## config.mk

```make
export PLATFORM = sky130hd
export DESIGN_NAME = alu_operand_sequencer
export DESIGN_NICKNAME = d
export VERILOG_FILES = /design/src/rtl/alu_operand_sequencer_pkg.sv /design/src/rtl/alu_operand_sequencer_btn_conditioner.sv /design/src/rtl/alu_operand_sequencer.sv
export SDC_FILE = /design/constraint.sdc
export NUM_CORES = 1
export LEC_CHECK = 0
export ABC_AREA = 1
export BUFFER_PORTS_ARGS = -buffer_cell sky130_fd_sc_hd__buf_2
export CAP_MARGIN = 0
export CORE_UTILIZATION = 42
export DETAILED_ROUTE_END_ITERATION = 7
export PLACE_DENSITY = 0.66
export SYNTH_ARGS = -nofsm -noshare
export SYNTH_HDL_FRONTEND = slang
export SYNTH_SLANG_ARGS = --single-unit
export TNS_END_PERCENT = 30
```

## constraint.sdc

```tcl
create_clock -name clk -period 3.1 [get_ports clk]
set_input_delay 0.465 -clock clk [delete_from_list [all_inputs] [get_ports clk]]
set_output_delay 0.465 -clock clk [all_outputs]
set_load 0.02 [all_outputs]
```

## src/rtl/alu_operand_sequencer_pkg.sv

```systemverilog
// Shared types and constants for the ALU operand sequencer: FSM state
// encoding, function-code constants and the function-code decoder.
package alu_seq_pkg;

  typedef enum logic [2:0] {
    LOAD_A  = 3'd0,
    LOAD_B  = 3'd1,
    LOAD_OP = 3'd2,
    EXEC    = 3'd3,
    SHOW    = 3'd4
  } seq_state_t;

  localparam logic [3:0] CODE_SUM  = 4'd8;
  localparam logic [3:0] CODE_SUBT = 4'd9;
  localparam logic [3:0] CODE_MAX  = 4'd9;
  localparam logic [2:0] OP_IDLE   = 3'b111;

  typedef struct packed {
    logic       ok;
    logic [2:0] op;
    logic       sum;
    logic       subt;
  } op_decode_t;

  // Logic functions travel to the ALU inverted; add/subtract park the
  // function select at OP_IDLE and raise their own strobe instead.
  function automatic op_decode_t decode_code(input logic [3:0] code);
    op_decode_t d;
    d.ok   = 1'b0;
    d.op   = OP_IDLE;
    d.sum  = 1'b0;
    d.subt = 1'b0;
    if (code <= CODE_MAX) begin
      d.ok = 1'b1;
      if (code == CODE_SUM) begin
        d.sum = 1'b1;
      end else if (code == CODE_SUBT) begin
        d.subt = 1'b1;
      end else begin
        d.op = ~code[2:0];
      end
    end
    return d;
  endfunction

endpackage

```

## src/rtl/alu_operand_sequencer_btn_conditioner.sv

```systemverilog
// Active-low button front end: 2-flop synchronizer, optional debounce
// counter (ALU_SEQ_DEBOUNCE_EN) and a falling-edge one-cycle press pulse.
module btn_conditioner #(
  parameter int DB_CYCLES = 16
) (
  input  logic clk,
  input  logic rst_n,
  input  logic btn_n,
  output logic press
);

  if (DB_CYCLES < 1) begin : g_db_range
    $error("btn_conditioner: DB_CYCLES must be at least 1");
  end

  logic sync_1;
  logic sync_2;
  logic level;
  logic level_q;

  // Reset to the released (high) level so reset never looks like a press.
  always_ff @(posedge clk or negedge rst_n) begin
    if (!rst_n) begin
      sync_1 <= 1'b1;
      sync_2 <= 1'b1;
    end else begin
      sync_1 <= btn_n;
      sync_2 <= sync_1;
    end
  end

`ifdef ALU_SEQ_DEBOUNCE_EN
  localparam int CW = $clog2(DB_CYCLES + 1);
  localparam logic [CW-1:0] DB_FULL = CW'(DB_CYCLES);

  logic [CW-1:0] db_cnt;

  // Counts consecutive low samples; any high sample restarts it, and it
  // parks at DB_FULL so a held button never wraps into a second press.
  always_ff @(posedge clk or negedge rst_n) begin
    if (!rst_n) begin
      db_cnt <= '0;
    end else if (sync_2) begin
      db_cnt <= '0;
    end else if (db_cnt != DB_FULL) begin
      db_cnt <= db_cnt + CW'(1);
    end
  end

  assign level = (db_cnt != DB_FULL);
`else
  assign level = sync_2;
`endif

  always_ff @(posedge clk or negedge rst_n) begin
    if (!rst_n) begin
      level_q <= 1'b1;
      press   <= 1'b0;
    end else begin
      level_q <= level;
      press   <= level_q & ~level;
    end
  end

endmodule

```

## src/rtl/alu_operand_sequencer.sv

```systemverilog
// Board-facing controller for the combinational ALU: loads A, B and a function
// code from switches on button presses, then captures the ALU result.
// Build option: ALU_SEQ_DEBOUNCE_EN enables the per-button debounce counter.
module alu_operand_sequencer
  import alu_seq_pkg::*;
#(
  parameter int N         = 4,
  parameter int DB_CYCLES = 16
) (
  input  logic         clk,
  input  logic         rst_n,
  input  logic [N-1:0] sw,
  input  logic         btn_next_n,
  input  logic         btn_clr_n,
  output logic [N-1:0] alu_a,
  output logic [N-1:0] alu_b,
  output logic [2:0]   alu_op,
  output logic         alu_op_sum,
  output logic         alu_op_subt,
  input  logic [N-1:0] alu_result,
  input  logic         alu_carry,
  output logic [N-1:0] result_q,
  output logic         carry_q,
  output logic         valid,
  output logic         err,
  output logic [2:0]   state_o
);

  if (N < 4) begin : g_width_range
    $error("alu_operand_sequencer: N must be at least 4");
  end

  logic       next_press;
  logic       clr_press;
  seq_state_t state;
  op_decode_t dec;

  btn_conditioner #(.DB_CYCLES(DB_CYCLES)) u_next (
    .clk   (clk),
    .rst_n (rst_n),
    .btn_n (btn_next_n),
    .press (next_press)
  );

  btn_conditioner #(.DB_CYCLES(DB_CYCLES)) u_clr (
    .clk   (clk),
    .rst_n (rst_n),
    .btn_n (btn_clr_n),
    .press (clr_press)
  );

  assign dec     = decode_code(sw[3:0]);
  assign state_o = state;

  // valid: rises at the end of EXEC together with result_q/carry_q and stays
  // high while the capture is on display; there is no ready, the consumer
  // simply samples result_q/carry_q whenever valid is high.
  always_ff @(posedge clk or negedge rst_n) begin
    if (!rst_n) begin
      state       <= LOAD_A;
      alu_a       <= '0;
      alu_b       <= '0;
      alu_op      <= OP_IDLE;
      alu_op_sum  <= 1'b0;
      alu_op_subt <= 1'b0;
      result_q    <= '0;
      carry_q     <= 1'b0;
      valid       <= 1'b0;
      err         <= 1'b0;
    end else begin
      err <= 1'b0;
      if (clr_press) begin
        // Clear overrides any simultaneous next press.
        state       <= LOAD_A;
        alu_a       <= '0;
        alu_b       <= '0;
        alu_op      <= OP_IDLE;
        alu_op_sum  <= 1'b0;
        alu_op_subt <= 1'b0;
        result_q    <= '0;
        carry_q     <= 1'b0;
        valid       <= 1'b0;
      end else begin
        case (state)
          LOAD_A: begin
            if (next_press) begin
              alu_a <= sw;
              state <= LOAD_B;
            end
          end
          LOAD_B: begin
            if (next_press) begin
              alu_b <= sw;
              state <= LOAD_OP;
            end
          end
          LOAD_OP: begin
            if (next_press) begin
              if (dec.ok) begin
                alu_op      <= dec.op;
                alu_op_sum  <= dec.sum;
                alu_op_subt <= dec.subt;
                state       <= EXEC;
              end else begin
                err <= 1'b1;
              end
            end
          end
          EXEC: begin
            // ALU inputs were registered on entry, so the result is settled here.
            result_q <= alu_result;
            carry_q  <= alu_carry;
            valid    <= 1'b1;
            state    <= SHOW;
          end
          SHOW: begin
            if (next_press) begin
              valid <= 1'b0;
              state <= LOAD_A;
            end
          end
          default: state <= LOAD_A;
        endcase
      end
    end
  end

endmodule

```

==> qor.csv <==
metric;value;unit
status;complete, but fails checks;
violations;DRC;
initial_utilization;0.462;
grt-ovfl-total;0;
synth_area;1320;µm²
reg2reg_slack;1.62;ns
fillCellCount;270;
avgViaCountPerCell;5.07;
rows;19;
dp_slack;1.67;ns
post_cts_buffers;0;
mostFrequentLayoutCells;nand2_1 (47), buf_2 (35), nand3_1 (31);
grt_use_total;0.184;
cts_tree;yes;
place.gp.congestion;0.880;
holdCritPathClass;input pin to async pin;
cts_made_buffers;5;
clockBufferDepth;2;
slew_viol_final;0;
synthDistinctLibCells;16;
timing_worst_setup_path_type;register to output pin;
max-cap-violations;0;
yosysSeqAreaShare;0.597;
cp_slowest_cell;dfrtp_1;
startpoint_type;register;
nets;200;
leakage;0.893;nW
setup_violations;0;
regToRegStartpoint;u_clr.press;
fin_ws;1.51;ns
grt_pass1_wl;4510;µm
numClockSinks;31;
die_w;58.0;µm
final_common_cell;nand2_1;
synth_seq_cells;31;
postLayoutCoreUtil;0.553;
grt_pass1_vias;1045;
grt_max_degree;32;
ff_latch_area;787;µm²
clkLatencyLatePin;0.34;ns
fin_crit_sh;0.513;
cellPowerDensity;847;nW/µm²
cts_root_buf;clkbuf_4;
fp.dieH;58.0;µm
crit_buf_inv;1;
slowest_delay;0.55;ns
setup-tns-final;0;ns
yosys_warnings;0;
area.growth.synth_to_final;19.6;%
drtPass1Iterations;6;
core-area;2850;µm²
clock.fmax;629;MHz
antenna-diode-count;0;
critPathCaptureType;output pin;
crit_fanout;9;
io_pins;36;
hold_viol_final;0;
wirelength;2680;µm
io_buffer_count;35;
relSlewSlack;0.564;
syn_inst;148;
reg2reg_depth;6;
hold_ws;0.142;ns
ir_drop;416;µV
drt_iter0_markers;39;
clk_pin_slew_worst_paths;0.10;ns
r2r-end;state_o[0];
finClkSkew;0.0117;ns
min_period;1.59;ns
cts_hold_buf;0;
rsz0062_at_grt;false;
ant_nets;0;
antenna_found_initial;0;
multi_input_area;463;µm²
cts_resized;0;
arrival;1.13;ns
worstMarginPinSlew;0.653;ns
cp_top_family;flip-flops;
wl_per_cell;12.3;µm
syn_avg_cell_area;8.91;µm²
drc;3;
required;2.63;ns
fin_total_pwr;1.34;mW
crit_start;state_o[2];
path_cells;buf_2;
dp_hpwl;1930;µm
synth_nets;161;
num_vias;1111;
dieArea;3370;µm²
htree_levels;2;
layout-drive-gt1-share;0.309;
## metal layers
metal / track usage / share of wire
met1: 0.235 / 0.45
met2: 0.278 / 0.46
met3: 0.0491 / 0.064
met4: 0.116 / 0.027
met5: 0 / 0
## worst max path at each step
| stage | endpoint | slack [ns] | cells after the start |
|---|---|---|---|
| after floorplan | valid | 1.85 | 7 |
| after global placement | state_o[0] | 1.71 | 6 |
| after detailed placement | alu_op[0] | 1.67 | 7 |
| after CTS | state_o[2] | 1.50 | 1 |
| after global routing | state_o[2] | 1.46 | 1 |
| final | state_o[2] | 1.51 | 1 |
## through the flow
stage	std cells	instance area [µm²]
after floorplan	148	1320
after global placement	211	1510
after detailed placement	211	1510
after CTS	219	1580
after global routing	219	1580
final	219	1580
## report_power, final
group | internal, mW | switching (mW)
sequential | 0.522 | 0.0761
clock | 0.132 | 0.141
combinational | 0.152 | 0.313
## flip-flops by register name (all words and copies together) (netlist names)
register / cells
alu_a: 4
alu_b: 4
result_q: 4
alu_op: 3
state_o: 3
alu_op_subt: 1
alu_op_sum: 1
carry_q: 1
err: 1
u_clr.level: 1
u_clr.level_q: 1
u_clr.press: 1
u_clr.sync_1: 1
u_next.level: 1
u_next.level_q: 1
u_next.press: 1
u_next.sync_1: 1
valid: 1
## area by class of cell
type                       instances  share of cell area
tap                               31              0.0246
clock inverter                     1             0.00476
inverter                          11              0.0262
timing repair buffer              35               0.111
clock buffer                       7              0.0412
multi-input combinational        103               0.293
sequential                        31               0.499
## cells by family after synthesis
kind of cell | synth area share
simple gates | 0.331
flops | 0.597
buf+inv | 0.0522
compound gates | 0.0199
## synth_stat cells (all sizes together)
master  number  area share
nand2       48        0.14
nand3       31        0.12
dfrtp       22        0.42
nor2        17       0.058
inv         11       0.031
dfstp        9        0.18
buf          3       0.021
o21ai        3       0.020
nand4        2      0.0095
nor3         2      0.0076
Power figures use the tool's default switching activity.
